File: src/rtl/hazard3_muldiv_iter.sv
// Iterative RV32M/RV64M multiply/divide unit for the Hazard3 execute stage.
// Retires UNROLL bits per clock. A multiply finishes early once the
// remaining multiplier bits are zero. A divide by zero completes straight
// from the pre-adjust cycle. result_vld is a separate sticky flag.
// Optional feature macro: HAZARD3_MULDIV_CACHE_EN. When it is defined, a
// one-entry quotient/remainder cache lets the second op of a DIV/REM pair
// on the same operands complete in a single cycle.
module hazard3_muldiv_iter #(
  parameter int XLEN    = 32,
  parameter int UNROLL  = 1,
  parameter int W_MULOP = 3
) (
  input  logic               clk,
  input  logic               rst_n,
  input  logic [W_MULOP-1:0] op,
  input  logic               op_vld,
  output logic               op_rdy,
  input  logic               op_kill,
  input  logic [XLEN-1:0]    op_a,
  input  logic [XLEN-1:0]    op_b,
  output logic [XLEN-1:0]    result_h,
  output logic [XLEN-1:0]    result_l,
  output logic               result_vld
);

  localparam int          N        = XLEN / UNROLL;
  localparam int          CW       = $clog2(N + 1);
  localparam int unsigned UNROLL_U = UNROLL;

  localparam logic [W_MULOP-1:0] OP_MUL    = W_MULOP'(0);
  localparam logic [W_MULOP-1:0] OP_MULH   = W_MULOP'(1);
  localparam logic [W_MULOP-1:0] OP_MULHSU = W_MULOP'(2);
  localparam logic [W_MULOP-1:0] OP_MULHU  = W_MULOP'(3);
  localparam logic [W_MULOP-1:0] OP_DIV    = W_MULOP'(4);
  localparam logic [W_MULOP-1:0] OP_DIVU   = W_MULOP'(5);
  localparam logic [W_MULOP-1:0] OP_REM    = W_MULOP'(6);
  localparam logic [W_MULOP-1:0] OP_REMU   = W_MULOP'(7);

  typedef enum logic [2:0] {
    IDLE,
    PREADJ,
    ITER,
    ALIGN,
    POST_L,
    POST_H
  } state_t;

  state_t             state, state_nxt;
  logic [CW-1:0]      ctr, ctr_nxt;
  logic [2*XLEN-1:0]  acc, acc_nxt, acc_step;
  logic [XLEN-1:0]    opnd, opnd_nxt;
  logic [XLEN-1:0]    a_r, b_r;
  logic [W_MULOP-1:0] op_r;
  logic               carry_r, carry_nxt;
  logic               done, accept;

  logic               is_div, div_signed, is_rem, a_signed, b_signed;
  logic               neg_a, neg_b, fix_needed;
  logic [XLEN-1:0]    a_abs, b_abs, rem_mask;
  logic [XLEN:0]      rem_ext, trial, sum;
  int unsigned        rem_bits, align_amt;

  logic               cache_hit;
  logic [2*XLEN-1:0]  cache_acc;

  assign op_rdy   = (state == IDLE);
  assign accept   = op_vld && (op_rdy || op_kill);
  assign result_h = acc[2*XLEN-1:XLEN];
  assign result_l = acc[XLEN-1:0];

  // Operation decode. MUL is treated as signed x signed: the low half is
  // unaffected, and small negative operands still benefit from early-out.
  assign is_div     = (op_r == OP_DIV) || (op_r == OP_DIVU) || (op_r == OP_REM) || (op_r == OP_REMU);
  assign div_signed = (op_r == OP_DIV) || (op_r == OP_REM);
  assign is_rem     = (op_r == OP_REM) || (op_r == OP_REMU);
  assign a_signed   = (op_r == OP_MUL) || (op_r == OP_MULH) || (op_r == OP_MULHSU) || div_signed;
  assign b_signed   = (op_r == OP_MUL) || (op_r == OP_MULH) || div_signed;

  // Operands are held in a_r/b_r for the whole op, so the sign flags are
  // derived from them directly rather than being stored separately.
  assign neg_a      = a_signed && a_r[XLEN-1];
  assign neg_b      = b_signed && b_r[XLEN-1];
  assign a_abs      = neg_a ? -a_r : a_r;
  assign b_abs      = neg_b ? -b_r : b_r;
  assign fix_needed = is_div ? (neg_a || neg_b) : (neg_a ^ neg_b);

  // UNROLL restoring-divide or shift-add-multiply steps.
  // Divide: acc = {remainder, quotient/dividend}, shifting left.
  // Multiply: acc = {product high, product low | unconsumed multiplier}, shifting right.
  always_comb begin
    acc_step = acc;
    rem_ext  = '0;
    trial    = '0;
    sum      = '0;
    for (int unsigned i = 0; i < UNROLL_U; i++) begin
      if (is_div) begin
        rem_ext = acc_step[2*XLEN-1:XLEN-1];
        trial   = rem_ext - {1'b0, opnd};
        if (!trial[XLEN])
          acc_step = {trial[XLEN-1:0], acc_step[XLEN-2:0], 1'b1};
        else
          acc_step = {acc_step[2*XLEN-2:0], 1'b0};
      end else begin
        sum      = {1'b0, acc_step[2*XLEN-1:XLEN]} + (acc_step[0] ? {1'b0, opnd} : '0);
        acc_step = {sum, acc_step[XLEN-1:1]};
      end
    end
  end

  // Next-state and datapath update for the sequencer.
  always_comb begin
    state_nxt = state;
    ctr_nxt   = ctr;
    acc_nxt   = acc;
    opnd_nxt  = opnd;
    carry_nxt = carry_r;
    done      = 1'b0;
    // After this cycle's steps, the low rem_bits of the low half still hold
    // multiplier bits that have not been consumed.
    rem_bits  = (32'(ctr) - 32'd1) * UNROLL_U;
    rem_mask  = '1;
    rem_mask  = ~(rem_mask << rem_bits);
    align_amt = 32'(ctr) * UNROLL_U;
    case (state)
      IDLE: begin
      end
      PREADJ: begin
        ctr_nxt = CW'(N);
        if (is_div) begin
          opnd_nxt = b_abs;
          acc_nxt  = {{XLEN{1'b0}}, a_abs};
          if (b_r == '0) begin
            acc_nxt   = {a_r, {XLEN{1'b1}}};
            state_nxt = IDLE;
            done      = 1'b1;
          end else if (cache_hit) begin
            acc_nxt   = cache_acc;
            state_nxt = IDLE;
            done      = 1'b1;
          end else begin
            state_nxt = ITER;
          end
        end else begin
          opnd_nxt  = a_abs;
          acc_nxt   = {{XLEN{1'b0}}, b_abs};
          state_nxt = (b_abs == '0) ? ALIGN : ITER;
        end
      end
      ITER: begin
        acc_nxt = acc_step;
        ctr_nxt = ctr - 1'b1;
        if (ctr == CW'(1)) begin
          if (fix_needed) begin
            state_nxt = POST_L;
          end else begin
            state_nxt = IDLE;
            done      = 1'b1;
          end
        end else if (!is_div && ((acc_step[XLEN-1:0] & rem_mask) == '0)) begin
          state_nxt = ALIGN;
        end
      end
      ALIGN: begin
        // Skipping the remaining all-zero multiplier bits is just a shift.
        acc_nxt = acc >> align_amt;
        ctr_nxt = '0;
        if (fix_needed) begin
          state_nxt = POST_L;
        end else begin
          state_nxt = IDLE;
          done      = 1'b1;
        end
      end
      POST_L: begin
        if (is_div) begin
          if (neg_a ^ neg_b) acc_nxt[XLEN-1:0] = -acc[XLEN-1:0];
          if (neg_a)         acc_nxt[2*XLEN-1:XLEN] = -acc[2*XLEN-1:XLEN];
          state_nxt = IDLE;
          done      = 1'b1;
        end else begin
          // Two's-complement negate split over two cycles: invert high now,
          // add the low-half carry next cycle.
          acc_nxt   = {~acc[2*XLEN-1:XLEN], -acc[XLEN-1:0]};
          carry_nxt = (acc[XLEN-1:0] == '0);
          state_nxt = POST_H;
        end
      end
      POST_H: begin
        acc_nxt[2*XLEN-1:XLEN] = acc[2*XLEN-1:XLEN] + XLEN'(carry_r);
        state_nxt = IDLE;
        done      = 1'b1;
      end
      default: begin
        state_nxt = IDLE;
      end
    endcase
    if (accept) begin
      state_nxt = PREADJ;
      done      = 1'b0;
    end else if (op_kill) begin
      state_nxt = IDLE;
      done      = 1'b0;
    end
  end

  // Sequencer state, datapath registers and the sticky result-valid flag.
  always_ff @(posedge clk or negedge rst_n) begin
    if (!rst_n) begin
      state      <= IDLE;
      ctr        <= '0;
      acc        <= '0;
      opnd       <= '0;
      carry_r    <= 1'b0;
      op_r       <= '0;
      a_r        <= '0;
      b_r        <= '0;
      result_vld <= 1'b0;
    end else begin
      state   <= state_nxt;
      ctr     <= ctr_nxt;
      acc     <= acc_nxt;
      opnd    <= opnd_nxt;
      carry_r <= carry_nxt;
      if (accept) begin
        op_r <= op;
        a_r  <= op_a;
        b_r  <= op_b;
      end
      if (accept || op_kill)
        result_vld <= 1'b0;
      else if (done)
        result_vld <= 1'b1;
    end
  end

`ifdef HAZARD3_MULDIV_CACHE_EN
  logic            cache_vld;
  logic [XLEN-1:0] cache_a, cache_b, cache_q, cache_r;
  logic            cache_sgn, cache_rem;

  assign cache_hit = cache_vld && (cache_a == a_r) && (cache_b == b_r) &&
                     (cache_sgn == div_signed) && (cache_rem != is_rem);
  assign cache_acc = {cache_r, cache_q};

  // Capture operands and both results of each completed divide; drop on
  // kill or on acceptance of any multiply.
  always_ff @(posedge clk or negedge rst_n) begin
    if (!rst_n) begin
      cache_vld <= 1'b0;
      cache_a   <= '0;
      cache_b   <= '0;
      cache_q   <= '0;
      cache_r   <= '0;
      cache_sgn <= 1'b0;
      cache_rem <= 1'b0;
    end else if (op_kill || (accept && !(op == OP_DIV || op == OP_DIVU || op == OP_REM || op == OP_REMU))) begin
      cache_vld <= 1'b0;
    end else if (done && is_div) begin
      cache_vld <= 1'b1;
      cache_a   <= a_r;
      cache_b   <= b_r;
      cache_q   <= acc_nxt[XLEN-1:0];
      cache_r   <= acc_nxt[2*XLEN-1:XLEN];
      cache_sgn <= div_signed;
      cache_rem <= is_rem;
    end
  end
`else
  assign cache_hit = 1'b0;
  assign cache_acc = '0;
`endif

endmodule

File: config.mk
export PLATFORM = sky130hd
export DESIGN_NAME = hazard3_muldiv_iter
export DESIGN_NICKNAME = d
export VERILOG_FILES = /design/src/rtl/hazard3_muldiv_iter.sv
export SDC_FILE = /design/constraint.sdc
export NUM_CORES = 1
export LEC_CHECK = 0
export CORE_MARGIN = 2
export CORE_UTILIZATION = 23
export CTS_CLUSTER_SIZE = 40
export DETAILED_ROUTE_END_ITERATION = 12
export PLACE_DENSITY = 0.47
export SYNTH_ARGS = -nofsm -noshare
export SYNTH_HDL_FRONTEND = slang
export SYNTH_SLANG_ARGS = --single-unit
File: constraint.sdc
create_clock -name clk -period 5 [get_ports clk]
set_input_delay 0.75 -clock clk [delete_from_list [all_inputs] [get_ports clk]]
set_output_delay 0.75 -clock clk [all_outputs]
set_load 0.02 [all_outputs]
# [Yosys cells after proc, flatten, opt, wreduce, memory -nomap -nowiden]
# Cells that the tools add are included.
[op_classes] bitwise=5 add_sub_neg=9 eq_ne=16 n_reduce_logical=30 muxes=35 shift=2
[op_table] operator="64-bit two-way mux" n=5
[op_table] operator="32-bit two-way mux" n=6
[op_table] operator="32-bit case mux with 5 select lines" n=1
[op_table] operator="32-bit zero test" n=4
[op_table] operator="32-bit negation" n=4
[op_table] operator="32-bit case mux with 4 select lines" n=1
[op_table] operator="32-bit NOT" n=2
[op_table] operator="64-bit by 6-bit right shift with 64-bit output" n=1
[op_table] operator="32-bit by 32-bit adder with 33-bit output" n=1
[op_table] operator="33-bit by 32-bit subtractor with 33-bit output" n=1
[op_table] operator="32-bit by 1-bit adder with 32-bit output" n=1
[op_table] operator="32-bit bitwise AND" n=1
[op_table] operator="32-bit by 32-bit << shifter with 32-bit output, first input constant" n=1
[op_table] operator="3-bit two-way mux" n=7
[op_table] operator="3-bit == test, second input constant" n=6
[op_table] operator="6-bit case mux with 3 select lines" n=1
[op_table] operator="3-bit case mux with 5 select lines" n=1
[op_table] operator="1-bit logical OR" n=11
[op_table] operator="1-bit two-way mux" n=11
[op_table] operator="3-bit by 2-bit == test with 1-bit output, second input constant" n=3
[op_table] operator="2-bit AND reduction" n=4
[op_table] operator="6-bit by 1-bit subtractor with 7-bit output, second input constant" n=1
[op_table] operator="3-bit by 1-bit == test with 1-bit output, second input constant" n=2
[op_table] operator="6-bit by 1-bit == test with 1-bit output, second input constant" n=1
[op_table] operator="other kinds (15)" n=20
[totals] input_bits=71 output_inout_bits=66 register_bits=174 wordCells=107

# [Longest topological paths before layout]
[logic_depth] depth_word=14 depth_mapped=16 mapped_depth_nobuf=14

# [Worst setup path before layout]
# No wires, ideal clock.
[synth_timing] kind="register to register" startpoint="register acc[0]" endpoint="register acc[62]" stages_incl_launch_ff=16 arrival_time_ps=3667 setup_time_ps=83 path_slack_ps=1251 n_path_buf=2 t_required_ps=4917 path_cell_list="dfrtp_1 clkbuf_1 inv_1 clkbuf_1 nor2_1 ha_1 a21oi_1 o211a_1 a21oi_1 a221o_1 a221oi_2 o211ai_1 a221oi_1 xor2_1 mux2_2 o21ai_0"
[synth_via] elab_chain_len=4 elab_cells_between_ends=5
[synth_rtl] element="from (decl)" line="50" rtl="logic [2*XLEN-1:0] acc, acc_nxt, acc_step;"
[synth_rtl] element="from (signal assigned)" line="221" rtl="acc <= acc_nxt;"
[synth_rtl] element="32-bit two-way mux" line="104" rtl="sum = {1'b0, acc_step[2*XLEN-1:XLEN]} + (acc_step[0] ? {1'b0, opnd} : '0);"
[synth_rtl] element="32-bit by 32-bit adder with 33-bit output" line="104"
[synth_rtl] element="64-bit two-way mux" line="96" rtl="if (is_div) begin"
[synth_rtl] element="32-bit case mux with 5 select lines *" line="124" rtl="case (state)"
# Mark *: on every way between the ends. The rest lies on a longest branch, timed or not.
# A chain may end at the register's enable or synchronous reset.

# [Worst setup path in the final report]
[layout_timing] startpoint="register acc[0]" endpoint="register acc[59]"
# Same word-level chain as after synthesis.

==> tab_implementation.tex <==
\begin{tabular}{lr}
\hline
Metric & Value \\
\hline
\multicolumn{2}{l}{\textbf{Setup path}} \\
CP endpoint kind & register \\
Buffers \& Inverters on Critical Path & 1 \\
Slowest cell on crit path & o21ai\_0 \\
Critical path, cell by cell & buf\_4, and2\_1, ha\_1, fa\_1, a21oi\_1, nor2\_1, o21ai\_0, a211oi\_1, nor4b\_1, o21ai\_0, and3\_1, a311oi\_1, o311ai\_0, a21oi\_1 \\
Critical path fanouts, max & 9 \\
Element type at the critical path start & register \\
Worst setup path class & register to register \\
Arrival @ worst endpoint & 4650 ps \\
Delay-heaviest family, CP & compound AO/OA/AOI/OAI gates \\
Largest stage delay on the critical path & 540 ps \\
Required time of the critical path & 5400 ps \\
\multicolumn{2}{l}{\textbf{CTS}} \\
Post-CTS Setup Repair Bufs & 0 \\
Clock transition at the registers of the reported paths & 70 ps \\
Cts-stage hold buffer count & 0 \\
Later-pin clock latency in the skew report & 490 ps \\
CTS root buf & clkbuf\_16 \\
Worst-case clock buffer depth & 2 \\
Number of CTS-inserted buffers & 17 \\
H-tree Lvls & 4 \\
CTS tree & built \\
\# resized after CTS & 0 \\
Count of clock tree sinks & 174 \\
\multicolumn{2}{l}{\textbf{Routing}} \\
Iter 0 DRT Violations & 2,621 \\
Routed wire length per instance & 26.4 µm \\
Wire length after detailed routing & 104,000 µm \\
Number of iterations in the first detailed-routing pass & 6 \\
DRC violation count after routing & 0 \\
Number of vias after detailed routing & 22.4k \\
Routed via count divided by cell count & 5.67 \\
Final ANT Viol Nets & 0 \\
\multicolumn{2}{l}{\textbf{Place}} \\
Quantity of I/O buffers inserted on ports & 136 \\
Instance count after placement with tap cells included & 3,918 \\
Post-DP HPWL & 81,500 µm \\
Final weighted congestion in routability-driven placement & 0.942 \\
\multicolumn{2}{l}{\textbf{Floorplan}} \\
Core area & 90,300 µm² \\
Initial Utilization & 23.3\% \\
Height of the die & 306 µm \\
Total Die Area & 93,900 µm² \\
Number of primary I/O pins & 137 \\
FP Rows & 110 \\
Die X-Extent & 306 µm \\
\multicolumn{2}{l}{\textbf{Synthesis}} \\
Number of enable flip-flop cells after synthesis & 0 \\
Synth warnings & 0 \\
Primary flip-flop cell chosen by synthesis mapping & dfrtp\_1 \\
Fraction of synthesis flops using an asynchronous set or reset pin & 100\% \\
Average size of a mapped cell & 7.63 µm² \\
Cell variety after synth & 87 \\
Number of register bits inferred by synthesis & 174 \\
Post-synthesis cell area & 21,000 µm² \\
Post-synthesis instance total & 2,755 \\
Sequential fraction of the synthesis area & 20.7\% \\
Syn nets & 2,903 \\
\multicolumn{2}{l}{\textbf{GRT}} \\
Met3 capacity usage during global routing & 3.26\% \\
Initial antenna violation count & 0 \\
Grt ovf & 0 \\
Global routing's busiest layer & met2 \\
Total global routing track utilization & 21.7\% \\
Met2 demand-to-capacity share in global routing & 34.6\% \\
Wire length of the first global-routing pass & 151,000 µm \\
GRT met1 Usage & 29.0\% \\
Maximum number of pins on one net before global-route repair & 105 \\
Via count of the first global-routing pass & 21.1k \\
\multicolumn{2}{l}{\textbf{Timing}} \\
Tcrit/Tclk final & 85.2\% \\
Remaining max-slew budget at the tightest pin & 20.0\% \\
Worst hold margin & 308 ps \\
Setup Viol. Count Final & 0 \\
Final total negative setup slack & 0 ps \\
Hold violation total from the final report & 0 \\
Slew of the pin with the lowest slew margin & 1190 ps \\
Final slew viol count & 0 \\
Minimum period implied by the final worst setup slack & 4260 ps \\
Setup clock skew after layout & 21.8 ps \\
Setup repair after global routing missed its margin & no \\
Peak clock frequency supported by timing & 0.235 GHz \\
\multicolumn{2}{l}{\textbf{Power}} \\
Switching Share & 53.9\% \\
Cell leakage power & 0.00948 µW \\
Part of the total power dissipated in combinational logic & 63.4\% \\
Switching component of the power & 5780 µW \\
Part of the total power dissipated in the clock network & 12.9\% \\
Cell Int Power & 4930 µW \\
Power density cells & 441 nW/µm² \\
Peak VDD IR & 0.282 mV \\
Portion of total power attributed to sequential cells & 23.7\% \\
\multicolumn{2}{l}{\textbf{Final layout}} \\
Final core area utilization & 26.9\% \\
Final Instance Count excl. Fillers & 3,950 \\
Final-stage net count & 2,909 \\
Share of final-layout standard cells stronger than drive strength 1 & 11.7\% \\
Most frequent cells in the layout & nand2\_1 (372), nor2\_1 (241), a21oi\_1 (232) \\
Relative area change from synthesis to final layout & 15.4\% \\
Most common cell after layout, fill and taps aside & nand2\_1 \\
Count of inserted antenna diode cells & 0 \\
\multicolumn{2}{l}{\textbf{Status}} \\
Result of the run & completed \\
\multicolumn{2}{l}{\textbf{Hold path}} \\
Path type of the worst min-delay path & input pin to async pin \\
\multicolumn{2}{l}{\textbf{Run}} \\
Maxcap violations & 0 \\
\hline
\end{tabular}
-- cell families after synthesis --
group,synth area share [%]
buffers and inverters,6.16
DFF,20.7
xor gates and xnor gates,6.41
and+or+nand+nor,20.1
AOI/OAI and AO/OA,25.4
muxes,16.6
adders and majority gates,4.65
-- synth_stat cells (all sizes together), types with 30 or more instances --
| master | count | area [µm²] |
|---|---|---|
| mux2 | 88 | 991 |
| o21ai | 230 | 1150 |
| a31oi | 30 | 188 |
| xnor2 | 68 | 596 |
| or3 | 30 | 203 |
| a21oi | 232 | 1160 |
| xor2 | 86 | 753 |
| clkbuf | 170 | 639 |
| inv | 83 | 312 |
| buf | 71 | 320 |
| mux2i | 112 | 1120 |
| o211ai | 34 | 255 |
| nor2 | 243 | 912 |
| dfrtp | 174 | 4350 |
| ha | 75 | 938 |
| mux4 | 61 | 1370 |
| a21o | 32 | 240 |
| nor4 | 30 | 221 |
| nand3 | 43 | 215 |
| nand2 | 373 | 1400 |
| nor3 | 79 | 410 |
-- power by group through the flow --
stage	Combinational, µW	Clock [µW]	Sequential (µW)
after global routing	7250	1450	2570
after global placement	6690	0	2530
after floorplan	4220	0	2220
after detailed placement	6660	0	2540
after CTS	6690	1410	2510
final	6790	1380	2540
-- registers in the layout (all words and copies together), names as in the netlist --
register,cells
opnd,32
acc,64
op_r,3
b_r,32
result_vld,1
a_r,32
carry_r,1
ctr,6
state,3
-- stage by stage --
step                total power (µW)  area, µm²  worst slack (ps)
finish                         10700      24300               742
global route                   11300      24300               501
CTS                            10600      24300               826
detailed placement              9200      23700               821
global placement                9220      23700               938
floorplan                       6440      21000              1250
-- layer usage --
layer	up-vias	part of all wire, %
li1	10100	-
met3	193	7.2
met2	1072	45
met5	-	0
met4	0	4.5
met1	11000	43
-- worst paths after layout --
path,slack [ps],cells past startpoint,to,from
worst min register to register,490,2,opnd[24],opnd[24]
worst max register to register,740,14,acc[59],acc[0]
max in group asynchronous,3580,2,acc[46],rst_n
worst max-delay path,740,14,acc[59],acc[0]
worst min-delay path,310,1,b_r[6],rst_n
min in group clk,490,2,opnd[24],opnd[24]
-- area by class of cell --
class / count / area, µm²
Multi-Input combinational cell: 2252 / 15400
Sequential cell: 174 / 4370
Clock inverter: 14 / 136
Inverter: 87 / 327
Timing Repair Buffer: 229 / 2100
Clock buffer: 18 / 429
Fill cell: 9941 / 66000
Tap cell: 1176 / 1470
Power figures use the tool's default switching activity.
